===== config.mk =====
export PLATFORM = sky130hd
export DESIGN_NAME = matmul_stream_core_flat
export DESIGN_NICKNAME = d
export VERILOG_FILES = /design/src/rtl/matmul_pkg.sv /design/src/rtl/matmul_stream_core_if.sv /design/src/rtl/matmul_stream_core_mac_lane.sv /design/src/rtl/matmul_stream_core.sv /design/src/flat_wrapper.sv
export SDC_FILE = /design/constraint.sdc
export NUM_CORES = 1
export LEC_CHECK = 0
export BUFFER_PORTS_ARGS = -buffer_cell sky130_fd_sc_hd__clkbuf_2
export CORE_ASPECT_RATIO = 1.5
export CORE_MARGIN = 3
export CORE_UTILIZATION = 60
export CTS_CLUSTER_SIZE = 14
export DETAILED_ROUTE_END_ITERATION = 16
export GPL_ROUTABILITY_DRIVEN = 0
export PLACE_DENSITY_LB_ADDON = 0.08
export SYNTH_ARGS = -nofsm -noshare
export SYNTH_HDL_FRONTEND = slang
export SYNTH_HIERARCHICAL = 1
export SYNTH_SLANG_ARGS = --single-unit
export TNS_END_PERCENT = 1

===== constraint.sdc =====
create_clock -name clk -period 7.8 [get_ports clk]
set_input_delay 0.39 -clock clk [delete_from_list [all_inputs] [get_ports clk]]
set_output_delay 0.39 -clock clk [all_outputs]
set_load 0.05 [all_outputs]

===== src/rtl/matmul_pkg.sv =====
// Shared types and arithmetic helpers for the streaming matmul core.
// Helpers work on a 64-bit signed intermediate so any PsumWidth up to 63 fits.
package matmul_pkg;

  typedef enum logic [1:0] {
    ST_IDLE,
    ST_ACC,
    ST_STALL
  } state_e;

  localparam int EXT_W = 64;

  typedef struct packed {
    logic                    sat;
    logic signed [EXT_W-1:0] sum;
  } sat_res_t;

  function automatic logic signed [EXT_W-1:0] ext_prod(input logic signed [31:0] a,
                                                       input logic signed [31:0] b);
    logic signed [EXT_W-1:0] a_x;
    logic signed [EXT_W-1:0] b_x;
    a_x = EXT_W'(a);
    b_x = EXT_W'(b);
    return a_x * b_x;
  endfunction

  // Clamp a + b to the signed range of a w-bit accumulator.
  function automatic sat_res_t sat_add(input logic signed [EXT_W-1:0] a,
                                       input logic signed [EXT_W-1:0] b,
                                       input int w);
    logic signed [EXT_W:0] s;
    logic signed [EXT_W:0] hi;
    logic signed [EXT_W:0] lo;
    sat_res_t r;
    s  = (EXT_W+1)'(a) + (EXT_W+1)'(b);
    hi = {{EXT_W{1'b0}}, 1'b1};
    hi = (hi <<< (w - 1)) - {{EXT_W{1'b0}}, 1'b1};
    lo = ~hi;
    r.sat = 1'b0;
    r.sum = s[EXT_W-1:0];
    if (s > hi) begin
      r.sat = 1'b1;
      r.sum = hi[EXT_W-1:0];
    end else if (s < lo) begin
      r.sat = 1'b1;
      r.sum = lo[EXT_W-1:0];
    end
    return r;
  endfunction

endpackage


===== src/rtl/matmul_stream_core_if.sv =====
// Operand and result handshake bundle for matmul_stream_core.
// master = producer/consumer side, slave = the core.
interface matmul_stream_core_if #(
  parameter int Lanes     = 4,
  parameter int DataWidth = 8,
  parameter int PsumWidth = 16
);
  logic                       in_valid;
  logic                       in_ready;
  logic [Lanes*DataWidth-1:0] in_ifmap;
  logic [Lanes*DataWidth-1:0] in_filter;
  logic                       out_valid;
  logic                       out_ready;
  logic [Lanes*PsumWidth-1:0] out_psum;
  logic [Lanes-1:0]           out_sat;

  modport master (
    output in_valid, in_ifmap, in_filter, out_ready,
    input  in_ready, out_valid, out_psum, out_sat
  );

  modport slave (
    input  in_valid, in_ifmap, in_filter, out_ready,
    output in_ready, out_valid, out_psum, out_sat
  );
endinterface


===== src/rtl/matmul_stream_core_mac_lane.sv =====
// One MAC lane: signed multiply, sign-extend, accumulate.
// MATMUL_SAT_EN selects clamping adds with a sticky per-tile flag; otherwise wrap.
module mac_lane
  import matmul_pkg::*;
#(
  parameter int DataWidth = 8,
  parameter int PsumWidth = 16
) (
  input  logic                        clk,
  input  logic                        rst,
  input  logic                        beat_i,
  input  logic                        first_i,
  input  logic signed [DataWidth-1:0] ifmap_i,
  input  logic signed [DataWidth-1:0] filter_i,
  output logic signed [PsumWidth-1:0] acc_o,
  output logic                        sat_o,
  output logic signed [PsumWidth-1:0] sum_o,
  output logic                        sum_sat_o
);
  logic signed [31:0]          a_ext;
  logic signed [31:0]          b_ext;
  logic signed [PsumWidth-1:0] prod;
  logic signed [PsumWidth-1:0] acc_q;
  logic                        sat_q;
`ifdef MATMUL_SAT_EN
  sat_res_t                    r;
`endif

  assign a_ext = 32'(ifmap_i);
  assign b_ext = 32'(filter_i);

  // sum_o is what the accumulator becomes if this cycle's beat is taken.
  always_comb begin
    prod      = PsumWidth'(ext_prod(a_ext, b_ext));
    sum_o     = prod;
    sum_sat_o = 1'b0;
`ifdef MATMUL_SAT_EN
    r = '0;
    if (!first_i) begin
      r         = sat_add(EXT_W'(acc_q), EXT_W'(prod), PsumWidth);
      sum_o     = PsumWidth'(r.sum);
      sum_sat_o = sat_q | r.sat;
    end
`else
    if (!first_i) sum_o = acc_q + prod;
`endif
  end

  always_ff @(posedge clk) begin
    if (rst) begin
      acc_q <= '0;
      sat_q <= 1'b0;
    end else if (beat_i) begin
      acc_q <= sum_o;
      sat_q <= sum_sat_o;
    end
  end

  assign acc_o = acc_q;
  assign sat_o = sat_q;
endmodule


===== src/rtl/matmul_stream_core.sv =====
// Streaming matmul core: Lanes MAC lanes, tile FSM, one-deep result register.
// Optional saturation via MATMUL_SAT_EN (handled inside mac_lane).
module matmul_stream_core
  import matmul_pkg::*;
#(
  parameter int  Lanes     = 4,
  parameter int  DataWidth = 8,
  parameter int  PsumWidth = 16,
  parameter int  MaxDepth  = 64,
  localparam int LenW      = $clog2(MaxDepth) + 1
) (
  input  logic             clk,
  input  logic             rst,
  input  logic [LenW-1:0]  cfg_len,
  output logic             busy,
  matmul_stream_core_if.slave bus
);
  state_e                     state_q, state_d;
  logic [LenW-1:0]            len_q, len_d;
  logic [LenW-1:0]            cnt_q, cnt_d;
  logic [LenW-1:0]            eff_len;
  logic                       out_valid_q;
  logic [Lanes*PsumWidth-1:0] psum_q;
  logic [Lanes-1:0]           sat_q;
  logic                       fire, last, res_free, load_sum, load_acc;
  logic [Lanes*PsumWidth-1:0] sum_vec, acc_vec;
  logic [Lanes-1:0]           sum_sat_vec, acc_sat_vec;

  for (genvar i = 0; i < Lanes; i++) begin : g_lane
    mac_lane #(.DataWidth(DataWidth), .PsumWidth(PsumWidth)) u_lane (
      .clk      (clk),
      .rst      (rst),
      .beat_i   (fire),
      .first_i  (state_q == ST_IDLE),
      .ifmap_i  (bus.in_ifmap[i*DataWidth +: DataWidth]),
      .filter_i (bus.in_filter[i*DataWidth +: DataWidth]),
      .acc_o    (acc_vec[i*PsumWidth +: PsumWidth]),
      .sat_o    (acc_sat_vec[i]),
      .sum_o    (sum_vec[i*PsumWidth +: PsumWidth]),
      .sum_sat_o(sum_sat_vec[i])
    );
  end

  always_comb begin
    eff_len = cfg_len;
    if (cfg_len == '0) eff_len = LenW'(1);
    else if (cfg_len > LenW'(MaxDepth)) eff_len = LenW'(MaxDepth);
  end

  assign bus.in_ready = (state_q != ST_STALL);
  assign fire     = bus.in_valid && bus.in_ready;
  assign res_free = !out_valid_q || bus.out_ready;
  assign last     = fire && (((state_q == ST_IDLE) && (eff_len == LenW'(1))) ||
                             ((state_q == ST_ACC) && (cnt_q == len_q - LenW'(1))));

  always_comb begin
    state_d  = state_q;
    len_d    = len_q;
    cnt_d    = cnt_q;
    load_sum = 1'b0;
    load_acc = 1'b0;
    case (state_q)
      ST_IDLE, ST_ACC: begin
        if (fire) begin
          if (state_q == ST_IDLE) len_d = eff_len;
          if (last) begin
            cnt_d = '0;
            if (res_free) begin
              load_sum = 1'b1;
              state_d  = ST_IDLE;
            end else begin
              state_d = ST_STALL;
            end
          end else begin
            cnt_d   = (state_q == ST_IDLE) ? LenW'(1) : cnt_q + LenW'(1);
            state_d = ST_ACC;
          end
        end
      end
      ST_STALL: begin
        // Result register is full here, so out_ready means it drains this edge.
        if (bus.out_ready) begin
          load_acc = 1'b1;
          state_d  = ST_IDLE;
        end
      end
      default: state_d = ST_IDLE;
    endcase
  end

  always_ff @(posedge clk) begin
    if (rst) begin
      state_q     <= ST_IDLE;
      len_q       <= '0;
      cnt_q       <= '0;
      out_valid_q <= 1'b0;
      psum_q      <= '0;
      sat_q       <= '0;
    end else begin
      state_q <= state_d;
      len_q   <= len_d;
      cnt_q   <= cnt_d;
      if (load_sum) begin
        psum_q      <= sum_vec;
        sat_q       <= sum_sat_vec;
        out_valid_q <= 1'b1;
      end else if (load_acc) begin
        psum_q      <= acc_vec;
        sat_q       <= acc_sat_vec;
        out_valid_q <= 1'b1;
      end else if (bus.out_ready) begin
        out_valid_q <= 1'b0;
      end
    end
  end

  assign bus.out_valid = out_valid_q;
  assign bus.out_psum  = psum_q;
  assign bus.out_sat   = sat_q;
  assign busy          = (state_q != ST_IDLE) || out_valid_q;
endmodule


===== src/flat_wrapper.sv =====
// flat-port wrapper written by rule: the top's interface ports become plain ports
module matmul_stream_core_flat import matmul_pkg::*;
#(
  parameter int  Lanes     = 4,
  parameter int  DataWidth = 8,
  parameter int  PsumWidth = 16,
  parameter int  MaxDepth  = 64,
  localparam int LenW      = $clog2(MaxDepth) + 1
)
  (clk, rst, cfg_len, busy, bus_in_valid, bus_in_ifmap, bus_in_filter, bus_out_ready, bus_in_ready, bus_out_valid, bus_out_psum, bus_out_sat);
  matmul_stream_core_if #(.Lanes(Lanes), .DataWidth(DataWidth), .PsumWidth(PsumWidth)) bus_i ();
  input  logic clk;
  input  logic rst;
  input  logic [LenW-1:0] cfg_len;
  output logic busy;
  input wire logic [$bits(bus_i.in_valid)-1:0] bus_in_valid;
  input wire logic [$bits(bus_i.in_ifmap)-1:0] bus_in_ifmap;
  input wire logic [$bits(bus_i.in_filter)-1:0] bus_in_filter;
  input wire logic [$bits(bus_i.out_ready)-1:0] bus_out_ready;
  output wire logic [$bits(bus_i.in_ready)-1:0] bus_in_ready;
  output wire logic [$bits(bus_i.out_valid)-1:0] bus_out_valid;
  output wire logic [$bits(bus_i.out_psum)-1:0] bus_out_psum;
  output wire logic [$bits(bus_i.out_sat)-1:0] bus_out_sat;
  assign bus_i.in_valid = bus_in_valid;
  assign bus_i.in_ifmap = bus_in_ifmap;
  assign bus_i.in_filter = bus_in_filter;
  assign bus_i.out_ready = bus_out_ready;
  assign bus_in_ready = bus_i.in_ready;
  assign bus_out_valid = bus_i.out_valid;
  assign bus_out_psum = bus_i.out_psum;
  assign bus_out_sat = bus_i.out_sat;
  matmul_stream_core #(.Lanes(Lanes), .DataWidth(DataWidth), .PsumWidth(PsumWidth), .MaxDepth(MaxDepth)) u_core (.clk(clk), .rst(rst), .cfg_len(cfg_len), .busy(busy), .bus(bus_i));
endmodule

Word level (Yosys, flattened, before mapping)
Cells that the tools add are included.

storage, ports and cells
  register bits after elaboration = 145
  input port bits = 75
  output and inout bits = 71
  logic and storage cells = 68

cells by class
  add/subtract/negate cells = 6
  multipliers = 4
  magnitude comparators = 1
  equal/unequal tests = 7
  muxes and demuxes = 24
  reductions and logical operators = 17

operators with widths
  operator               count
  $mux W64               2
  $add A16 B16 Y16       4
  $mul A8 B8 Y16         4
  $mux W16               4
  $mux W7                4
  $mux W1                9
  $mux W2                4
  $add A7 B1 Y7 const B  1
  $eq A7 B1 Y1 const B   1
  $eq A7 B7 Y1           1
  $gt A7 B7 Y1 const B   1
  $logic_not A7 Y1       1
  $sub A7 B1 Y7 const B  1
  $logic_and A1 B1 Y1    4
  $ne A2 B2 Y1 const B   2
  $pmux W2 S2            1
  $reduce_and A2 Y1      2
  $reduce_bool A2 Y1     2
  $logic_or A1 B1 Y1     3
  $reduce_and A3 Y1      1
  $reduce_bool A3 Y1     1
  $eq A2 B1 Y1 const B   1
  $eq A2 B2 Y1 const B   1
  $logic_not A2 Y1       1
  other kinds (3)        3

Depth between registers and ports, before layout
Gate-level depths: netlist of the first run.

  depth in word-level cells = 11
  mapped depth = 26
  mapped depth without buffers = 25

Cells and area by module
The synthesis of the first run kept the hierarchy.

modules (own cells, without submodules)
  module                              instances  cells an instance  area an instance (um^2)  seq. area each (um^2)
  matmul_stream_core                  1          517                4,415.5                  1,701.6
  mac_lane (u_core.g_lane[0].u_lane)  1          487                4,060.1                  320.3
  mac_lane (u_core.g_lane[1].u_lane)  1          488                4,038.9                  320.3
  mac_lane (u_core.g_lane[2].u_lane)  1          480                4,035.1                  320.3
  mac_lane (u_core.g_lane[3].u_lane)  1          475                4,003.8                  320.3

Worst setup path before layout of the first run
No wires, ideal clock.

  path type = in2reg
  start point = input bus_in_ifmap[15]
  end point = register u_core.psum_q[31] (netlist: u_core/bus.out_psum[31])
  setup time = 0.074 ns
  data arrival time = 5.603 ns
  path slack = 2.123 ns
  stages = 22
  path buffers = 0
  cell sequence = and2_1 > fa_1 > inv_1 > fa_1 > inv_1 > fa_1 > inv_1 > fa_1 > inv_1 > ha_1 > and3_1 > a211o_1 > o31ai_1 > xnor2_1 > ha_1 > nand2_1 > or2_2 > a2111oi_0 > nor2_1 > xnor2_1 > nand2_1 > o21ai_0

between the ends
  word-level cells in the longest chain between the ends = 4

ends and longest elaborated chain
  what                          line                               source
  start, declared               flat_wrapper.sv:17                 input wire logic [$bits(bus_i.in_ifmap)-1:0] bus_in_ifmap;
  $mul A8 B8 Y16 *              matmul_pkg.sv:24                   return a_x * b_x;
  $add A16 B16 Y16              matmul_stream_core_mac_lane.sv:45  if (!first_i) sum_o = acc_q + prod;
  $mux W16 *                    matmul_stream_core_mac_lane.sv:45
  named net u_core.sum_vec[31]  matmul_stream_core.sv:26           logic [Lanes*PsumWidth-1:0] sum_vec, acc_vec;
  $mux W64 *                    matmul_stream_core.sv:103          if (load_sum) begin
  end signal, assigned          matmul_stream_core.sv:104          psum_q <= sum_vec;
  end signal, assigned          matmul_stream_core.sv:108          psum_q <= acc_vec;
  end, declared                 matmul_stream_core.sv:23           logic [Lanes*PsumWidth-1:0] psum_q;

The timed path passes the listed nets; every way through them passes the cells marked *.
A chain may end at the register's enable or synchronous reset.

Final worst setup path of the first run
Ends and elaborated chain as after synthesis.

==> results.sh, run 1 <==
export IMPL_status="completed"
export IMPL_skew_ns=0.00930
export IMPL_ys_ff_latch=149
export IMPL_power_density_nw_per_um2=424
export IMPL_via_per_inst=5.74
export IMPL_timing_final_max_slew_violations=0
export IMPL_synth_top_family_by_area="adder cells"
export IMPL_setup_viol=0
export IMPL_period_share_pct=75.9
export IMPL_antenna_found_initial=0
export IMPL_avgRoutedWirePerCell_um=16.3
export IMPL_yosysTopAreaCell="fa_1"
export IMPL_io_pins=146
export IMPL_htree_num_levels=4
export IMPL_fmax_mhz=169
export IMPL_rsz0062_at_grt="false"
export IMPL_cts_resized=0
export IMPL_worstSetupEndpointType="flop"
export IMPL_drive_above_1_share_pct=12.2
export IMPL_fin_ws_ns=1.88
export IMPL_vias=16996
export IMPL_yosysWarnings=6
export IMPL_core_area_um2=33700
export IMPL_syn_to_final_growth_pct=7.55
export IMPL_path_class="input port to flop"
export IMPL_reg2regPathDepth=9
export IMPL_die_h_um=233
export IMPL_synthTopCellsByArea="fa_1 22%, dfxtp_1 15%, ha_1 11%, inv_1 6.8%, and2_1 5.3%"
export IMPL_post_place_ws_ns=1.48
export IMPL_r2r_start="u_core/len_q[0]"
export IMPL_final_cell_mix="374 x inv_1, 243 x nand2_1, 224 x fa_1"
export IMPL_p_leak_nw=10.9
export IMPL_worst_slew_pin_transition_ns=1.13
export IMPL_synth_cells=2447
export IMPL_die_area_um2=36600
export IMPL_ys_types=92
export IMPL_synth_top_cell_area_share_pct=21.8
export IMPL_drcViolationCount=0
export IMPL_cts_sinks=149
export IMPL_startpoint_type="input port"
export IMPL_hold_start="bus_out_ready"
export IMPL_min_period_ns=5.92
export IMPL_cts_root_buffer="clkbuf_16"
export IMPL_post_cts_setup_buffers=0
export IMPL_final_common_cell="inv_1"
export IMPL_drv_cap=0
export IMPL_grt_max_degree=79
export IMPL_clk_pin_slew_ns=0.06
export IMPL_cp_required_ns=8.17
export IMPL_cts_buffers=17
export IMPL_relSlewSlack_pct=24.7
export IMPL_rrSetupSlack_ns=4.17
export IMPL_synthArstFlopShare_pct=0
export IMPL_grt_pass1_wl_mm=82.8
export IMPL_grt_overflow=0
export IMPL_hold_viol_final=0
export IMPL_grt_pass1_vias=17513
export IMPL_start_util_pct=61.1
export IMPL_clk_latency_ns=0.45
export IMPL_grtUsageTotal_pct=27.3
export IMPL_synth_compound_area_share_pct=13.7
export IMPL_antenna_cells=0
export IMPL_syn_avg_cell_area_um2=8.40
export IMPL_yosys_area_share_simple_pct=18.4
export IMPL_timing_rr_end="u_core/bus.out_psum[3]"
export IMPL_synthXorXnorAreaFrac_pct=5.43
export IMPL_cp_max_fo=8
export IMPL_hold_buffers=0
export IMPL_netlist_area_um2=20600
export IMPL_antenna_left=0
export IMPL_first_pass_iters=5
export IMPL_fin_util_pct=65.7
export IMPL_port_buffers=145
export IMPL_hp_class="input port to flop"
export IMPL_whs_endpoint="u_core/state_q[1]"
export IMPL_cts_tree="built"
export IMPL_ir_drop_mv=0.416
export IMPL_rows=82
export IMPL_die_width_um=157
export IMPL_clk_path_buf_depth=2
export IMPL_postRouteWirelength_mm=48.3
export IMPL_yosysSeqAreaShare_pct=14.5
export IMPL_synth_mux_area_share_pct=5.94
export IMPL_arrival_ns=6.29
export IMPL_synth_edf_count=0
export IMPL_synth_adder_area_share_pct=32.9
export IMPL_drt_iter0_drc=812
export IMPL_fin_nets=3011
export IMPL_holdPathStages=2
export IMPL_fin_setup_tns_ns=0
export IMPL_yosys_most_used_dff="dfxtp_1"
export IMPL_post_dp_hpwl_mm=38.0
-- where the power goes --
part | internal (mW) | switching, mW | leakage, nW
combinational | 3.23 | 4.33 | 9.38
clock | 0.491 | 0.362 | 0.283
sequential | 0.866 | 0.0914 | 1.22
total | 4.59 | 4.78 | 10.9
-- cell type report --
type                            count  area [µm²]
Timing Repair Buffer              154         793
Fill cell                        2976       11500
Clock buffer                       19         453
Clock inverter                     13         144
Tap cell                          420         526
Multi-Input combinational cell   1831       15800
Sequential cell                   149        2980
Inverter                          377        1420
-- stage by stage --
stage	hold slack, ns	instance area [µm²]	cells	power (mW)
2_1_floorplan	0.458	20600	2451	7.06
3_5_place_dp	0.490	21500	2931	8.42
4_1_cts	0.159	22100	2963	9.35
3_3_place_gp	0.479	21500	2931	8.24
6_report	0.178	22100	2963	9.37
5_1_grt	0.175	22100	2963	10.4
-- how the worst max path moves through the flow --
stage	from	endpoint	cells after the start
final	bus_in_ifmap[15]	u_core/bus.out_psum[31]	23
after global routing	bus_in_ifmap[15]	u_core/bus.out_psum[31]	23
after CTS	bus_in_ifmap[15]	u_core/bus.out_psum[31]	23
after detailed placement	bus_in_ifmap[15]	u_core/bus.out_psum[31]	23
after global placement	bus_in_ifmap[15]	u_core/bus.out_psum[31]	23
after floorplan	bus_in_ifmap[15]	u_core/bus.out_psum[31]	22
-- synthesized netlist by cell type, types with 11 or more instances --
| cell type | count |
|---|---|
| a211oi_1 | 20 |
| a21o_1 | 36 |
| a21oi_1 | 81 |
| a311oi_1 | 17 |
| a31oi_1 | 16 |
| and2_1 | 175 |
| clkbuf_1 | 62 |
| dfxtp_1 | 149 |
| fa_1 | 224 |
| ha_1 | 182 |
| inv_1 | 375 |
| mux2_2 | 82 |
| mux2i_1 | 24 |
| nand2_1 | 243 |
| nand2b_1 | 17 |
| nand3_1 | 17 |
| nand4_1 | 76 |
| nor2_1 | 149 |
| nor2b_1 | 11 |
| nor3_1 | 16 |
| o211ai_1 | 15 |
| o21a_1 | 25 |
| o21ai_0 | 99 |
| o21ai_1 | 35 |
| o21bai_1 | 11 |
| xnor2_1 | 90 |
| xor2_1 | 33 |
-- critical path: stages --
cell,delay [ns]
clkbuf_2,0.14
and2_1,0.22
fa_1,0.63
inv_1,0.15
fa_1,0.55
inv_1,0.05
fa_1,0.54
inv_1,0.06
fa_1,0.53
inv_1,0.04
ha_1,0.33
and3_1,0.18
a211o_1,0.32
o31ai_1,0.25
xnor2_1,0.14
ha_1,0.39
nand2_1,0.13
or2_2,0.33
a2111oi_0,0.36
nor2_1,0.11
xnor2_1,0.21
nand2_1,0.06
o21ai_0,0.16
-- flip-flops by register name, summed over array words and instances, names as in the netlist --
| register | flops |
|---|---|
| u_core/state_q | 2 |
| u_core/bus.out_psum | 64 |
| u_core/bus.out_sat | 4 |
| u_core/bus.out_valid | 1 |
| u_core/len_q | 7 |
| u_core/cnt_q | 7 |
| u_core/g_lane.u_lane/acc_o | 64 |
-- metal layers --
metal  GRT usage, %  wire length (µm)  share of wire (%)  up-vias
li1               -                 -                  -     8259
met1           32.4             19800                 41     8301
met2           50.3             25400                 53      356
met3           3.37              1710                3.5       80
met4           9.39              1360                2.8        0
met5              0                 0                  0        -
-- logic make-up (layout without fill, tap and decap cells) --
group	after synthesis	count (layout)
AO/OA/AOI/OAI	427	427
XOR/XNOR	125	125
adder cells (fa/ha/maj)	406	406
buffers and inverters	471	563
flip-flops	149	149
multiplexers	109	109
other	4	8
AND/OR/NAND/NOR	756	756
(Power assumes the default switching activity.)
==> inputs of run 2 (changes only) <==
==> constraint.sdc (replaced) <==
create_clock -name clk -period 5.7 [get_ports clk]
set_input_delay 0.285 -clock clk [delete_from_list [all_inputs] [get_ports clk]]
set_output_delay 0.285 -clock clk [all_outputs]
set_load 0.05 [all_outputs]
==> run 2 against run 1 <==
Via count grew 4.6%. Sequential cell count unchanged. Clock-buffer cell count decreased by 1. Total power grew 55%. Critical path depth unchanged. First-iteration DRC count is 14% higher. Sequential power grew 38%. Final cell count increased by 5.2%. Critical path type unchanged. Utilization rose by 3.8 points.
==> results.sh, run 2 (synthesis results as in run 1) <==
export IMPL_status="completed"
export IMPL_fin_setup_tns_ns=0
export IMPL_gr_usage_met2_pct=53.1
export IMPL_grt_pass1_wl_mm=86.3
export IMPL_worstSetupEndpointType="flop"
export IMPL_port_buffers=145
export IMPL_core_area_um2=33700
export IMPL_first_pass_iters=5
export IMPL_post_dp_hpwl_mm=39.8
export IMPL_vias=17774
export IMPL_cp_num_buf_inv=4
export IMPL_fmax_mhz=185
export IMPL_antenna_found_initial=0
export IMPL_crit_family="adder cells"
export IMPL_period_share_pct=94.7
export IMPL_hold_buffers=0
export IMPL_final_common_cell="inv_1"
export IMPL_crit_chain="clkbuf_2 -> inv_1 -> nor2_1 -> fa_1 -> fa_1 -> fa_1 -> inv_1 -> fa_1 -> inv_1 -> ha_1 -> o21a_1 -> and3_1 -> a211o_1 -> o31ai_2 -> xnor2_1 -> ha_1 -> nand2_1 -> or2_2 -> a2111oi_1 -> nor2_1 -> xnor2_1 -> nand2_1 -> o21ai_0"
export IMPL_placed_area_um2=22700
export IMPL_fin_nets=3165
export IMPL_rows=82
export IMPL_start_util_pct=61.1
export IMPL_grtUsageTotal_pct=28.5
export IMPL_grt_max_degree=76
export IMPL_grt_overflow=0
export IMPL_path_common_cell="fa_1"
export IMPL_htree_num_levels=4
export IMPL_rsz0062_at_grt="true"
export IMPL_io_pins=146
export IMPL_clk_pin_slew_ns=0.06
export IMPL_total_power_mw=14.5
export IMPL_worst_slew_pin_transition_ns=1.20
export IMPL_nFillCells=2777
export IMPL_path_class="input port to flop"
export IMPL_cp_slowest_cell="fa_1"
export IMPL_hold_viol_final=0
export IMPL_final_cell_mix="374 x inv_1, 243 x nand2_1, 224 x fa_1"
export IMPL_syn_to_final_growth_pct=13.7
export IMPL_fin_hold_ws_ns=0.0793
export IMPL_cts_resized=0
export IMPL_arrival_ns=5.76
export IMPL_cpPeakStageDelay_ns=0.55
export IMPL_clk_latency_ns=0.45
export IMPL_clk_path_buf_depth=2
export IMPL_cts_sinks=149
export IMPL_cp_required_ns=6.07
export IMPL_antenna_left=0
export IMPL_drive_above_1_share_pct=17.3
export IMPL_cts_root_buffer="clkbuf_16"
export IMPL_min_period_ns=5.40
export IMPL_met1_usage_pct=33.1
export IMPL_multi_input_area_um2=15800
export IMPL_met3_usage_pct=2.98
export IMPL_power_density_nw_per_um2=622
export IMPL_fin_ws_ns=0.303
export IMPL_antenna_cells=0
export IMPL_die_area_um2=36600
export IMPL_cp_max_fo=5
export IMPL_cts_tree="built"
export IMPL_drv_cap=0
export IMPL_final_cell_area_um2=23400
export IMPL_p_leak_nw=11.7
export IMPL_post_cts_setup_buffers=0
export IMPL_drcViolationCount=0
export IMPL_timing_final_max_slew_violations=0
export IMPL_die_h_um=233
export IMPL_die_width_um=157
export IMPL_skew_ns=0.0122
export IMPL_seqCellArea_um2=2980
export IMPL_relSlewSlack_pct=20.2
export IMPL_setup_viol=0
export IMPL_dpl_cell_count=3085
export IMPL_via_per_inst=5.70
export IMPL_post_place_ws_ns=-0.221
export IMPL_busiest_layer="met2"
export IMPL_postRouteWirelength_mm=50.6
export IMPL_drt_iter0_drc=925
export IMPL_fin_util_pct=69.4
export IMPL_avgRoutedWirePerCell_um=16.2
export IMPL_ir_drop_mv=0.474
export IMPL_finalNonFillerCells=3117
export IMPL_cts_buffers=17
export IMPL_startpoint_type="input port"
export IMPL_hp_class="input port to flop"
export IMPL_grt_pass1_vias=18614
## run 2: path summary, 6_finish.rpt
path,slack (ns),cells after the start,startpoint,end
setup / recovery,0.30,23,bus_in_filter[15],u_core/bus.out_psum[31]
hold / removal,0.08,2,bus_out_ready,u_core/state_q[1]
setup reg to reg,2.09,9,u_core/len_q[0],u_core/bus.out_psum[6]
hold reg to reg,0.50,2,u_core/g_lane[0].u_lane/acc_o[0],u_core/g_lane[0].u_lane/acc_o[0]
## run 2: layout make-up
| type | count | area share (%) |
|---|---|---|
| multi-input cells | 1831 | 67.6 |
| flip-flops and latches | 149 | 12.8 |
| repair buffers | 308 | 8.39 |
| inverters | 377 | 6.07 |
| well taps | 420 | 2.25 |
| clock buffers | 18 | 1.84 |
| clock inverters | 14 | 1.04 |
## run 2: per-layer routing
| layer | wire (µm) | vias to the layer above | part of all wire [%] |
|---|---|---|---|
| met1 | 20300 | 8686 | 40 |
| met4 | 1560 | 0 | 3.1 |
| li1 | - | 8575 | - |
| met3 | 1930 | 105 | 3.8 |
| met5 | 0 | - | 0 |
| met2 | 26900 | 408 | 53 |
## run 2: power breakdown
| part | switching (mW) | total [mW] | internal [mW] | leakage [nW] |
|---|---|---|---|---|
| registers | 0.130 | 1.32 | 1.19 | 1.22 |
| clock network | 0.493 | 1.32 | 0.826 | 0.322 |
| logic | 6.35 | 11.9 | 5.57 | 10.1 |
==> inputs of run 3 (changes only) <==
--- a/config.mk
+++ b/config.mk
@@ -6,13 +6,14 @@
 export NUM_CORES = 1
 export LEC_CHECK = 0
 export BUFFER_PORTS_ARGS = -buffer_cell sky130_fd_sc_hd__clkbuf_2
-export CORE_ASPECT_RATIO = 1.5
+export CORE_ASPECT_RATIO = 1.25
 export CORE_MARGIN = 3
 export CORE_UTILIZATION = 60
 export CTS_CLUSTER_SIZE = 14
 export DETAILED_ROUTE_END_ITERATION = 16
 export GPL_ROUTABILITY_DRIVEN = 0
 export PLACE_DENSITY_LB_ADDON = 0.08
+export RECOVER_POWER = 25
 export SYNTH_ARGS = -nofsm -noshare
 export SYNTH_HDL_FRONTEND = slang
 export SYNTH_HIERARCHICAL = 1
==> run 3 against run 2 <==
Utilization is 0.55 points lower. Global-route usage is 0.84 points lower. Register-to-register slack better by 0.20 ns. Clock skew is 0.0028 ns higher. Critical path type unchanged. Highest routed layer unchanged.
==> results.sh, run 3 (synthesis results as in run 1) <==
export IMPL_fin_util_pct=68.9
export IMPL_finalNonFillerCells=3119
export IMPL_fin_ws_ns=0.242
export IMPL_crit_path_start="bus_in_filter[12]"
export IMPL_antenna_left=0
export IMPL_drv_cap=0
export IMPL_fmax_mhz=183
export IMPL_reg2regPathDepth=9
export IMPL_p_leak_nw=11.4
export IMPL_min_period_ns=5.46
export IMPL_drcViolationCount=0
export IMPL_met3_usage_pct=3.11
export IMPL_grt_overflow=0
export IMPL_startpoint_type="input port"
export IMPL_die_h_um=213
export IMPL_hp_class="input port to flop"
export IMPL_first_pass_iters=5
export IMPL_worst_slew_pin_transition_ns=1.13
export IMPL_die_area_um2=36500
export IMPL_path_class="input port to flop"
export IMPL_rows=75
export IMPL_grt_pass1_wl_mm=83.9
export IMPL_post_place_ws_ns=-0.252
export IMPL_worstSetupEndpoint="u_core/g_lane[1].u_lane/acc_o[14]"
export IMPL_relSlewSlack_pct=24.7
export IMPL_status="completed"
export IMPL_met1_usage_pct=32.8
export IMPL_htree_num_levels=4
export IMPL_grt_max_degree=98
export IMPL_port_buffers=145
export IMPL_r2r_start="u_core/len_q[0]"
export IMPL_period_share_pct=95.8
export IMPL_cts_root_buffer="clkbuf_16"
export IMPL_die_width_um=172
export IMPL_rsz0062_at_grt="false"
export IMPL_dpl_cell_count=3086
export IMPL_gr_usage_met2_pct=51.2
export IMPL_nFillCells=2870
export IMPL_fin_nets=3164
export IMPL_final_common_cell="inv_1"
export IMPL_post_dp_hpwl_mm=39.8
export IMPL_antenna_found_initial=1
export IMPL_avgRoutedWirePerCell_um=16.2
export IMPL_start_util_pct=61.0
export IMPL_timing_final_max_slew_violations=0
export IMPL_syn_to_final_growth_pct=12.9
export IMPL_grtUsageTotal_pct=27.6
export IMPL_arrival_ns=5.79
export IMPL_cts_buffers=17
export IMPL_busiest_layer="met2"
export IMPL_drive_above_1_share_pct=15.2
export IMPL_drt_iter0_drc=899
export IMPL_postRouteWirelength_mm=50.4
export IMPL_hold_buffers=0
export IMPL_clk_path_buf_depth=2
export IMPL_cts_sinks=149
export IMPL_io_pins=146
export IMPL_timing_rr_end="u_core/bus.out_psum[32]"
export IMPL_cp_max_fo=8
export IMPL_skew_ns=0.0150
export IMPL_worstSetupEndpointType="flop"
export IMPL_clk_pin_slew_ns=0.06
export IMPL_final_cell_mix="374 x inv_1, 243 x nand2_1, 224 x fa_1"
export IMPL_cts_tree="built"
export IMPL_clk_latency_ns=0.44
export IMPL_ir_drop_mv=0.541
export IMPL_via_per_inst=5.67
export IMPL_grt_pass1_vias=18165
export IMPL_setup_viol=0
export IMPL_rrSetupSlack_ns=2.29
export IMPL_hold_viol_final=0
export IMPL_cp_required_ns=6.03
export IMPL_vias=17686
export IMPL_core_area_um2=33700
export IMPL_power_density_nw_per_um2=619
[run 3: cell types whose count changed in the layout (fill, tap and decap cells not counted), sizes merged]
| cell | previous run | this run |
|---|---|---|
| buf | 164 | 163 |
| bufinv | 6 | 2 |
| clkbuf | 162 | 164 |
| clkinv | 4 | 5 |
| clkinvlp | 2 | 5 |
| diode | 0 | 1 |
| inv | 379 | 376 |
[run 3: worst min path at each step]
stage / startpoint / endpoint / slack [ns] / depth (start not counted)
2_1_floorplan: rst / u_core/g_lane[3].u_lane/acc_o[7] / 0.36 / 1
4_1_cts: rst / u_core/g_lane[3].u_lane/acc_o[9] / 0.06 / 2
3_5_place_dp: u_core/g_lane[2].u_lane/acc_o[14] / u_core/g_lane[2].u_lane/acc_o[14] / 0.48 / 2
3_3_place_gp: u_core/g_lane[2].u_lane/acc_o[14] / u_core/g_lane[2].u_lane/acc_o[14] / 0.48 / 2
5_1_grt: rst / u_core/g_lane[3].u_lane/acc_o[9] / 0.07 / 2
6_report: bus_out_ready / u_core/state_q[1] / 0.08 / 2
[run 3: routing by layer]
layer | wire [µm] | share of wire (%)
met5 | 0 | 0
met4 | 1570 | 3.1
met3 | 1840 | 3.7
met2 | 26300 | 52
met1 | 20700 | 41
[run 3: final cells by class]
cell class / count / area (µm²) / area share, %
Clock inverter: 11 / 129 / 0.555
Tap cell: 423 / 529 / 2.28
Timing Repair Buffer: 307 / 1870 / 8.07
Clock buffer: 20 / 447 / 1.92
Antenna cell: 1 / 2.50 / 0.0108
Multi-Input combinational cell: 1831 / 15800 / 68.2
Inverter: 377 / 1420 / 6.11
Sequential cell: 149 / 2980 / 12.9
[run 3: critical path, cell delays in order]
cell	delay [ns]
clkbuf_2	0.15
and2_1	0.19
fa_1	0.56
inv_1	0.08
fa_1	0.53
inv_1	0.06
fa_1	0.55
inv_1	0.07
fa_1	0.54
inv_1	0.04
ha_1	0.30
and3_1	0.18
a211o_1	0.34
xor2_1	0.18
ha_1	0.34
nand4_1	0.18
o22ai_1	0.23
a21oi_1	0.08
or3b_2	0.44
a21o_1	0.22
a311oi_1	0.26
[run 3: timing repair]
item	in CTS	in global routing
resized for setup	0	10
endpoints found under the setup margin	0	5
setup buffers	0	1
[run 3: through the flow]
stage	TNS, ns	instance area, µm²	hold slack (ns)	power, mW
CTS	0	23200	0.0647	14.2
detailed placement	-1.10	22700	0.483	13.0
global placement	-0.136	22700	0.479	12.6
finish	0	23200	0.0817	14.4
global route	0	23200	0.0727	15.8
floorplan	0	20600	0.357	9.66
[run 3: power by group]
group	total [mW]	internal (mW)	leakage [nW]	switching (mW)
registers	1.31	1.19	1.22	0.128
logic	11.9	5.56	9.94	6.36
clock network	1.12	0.655	0.265	0.470
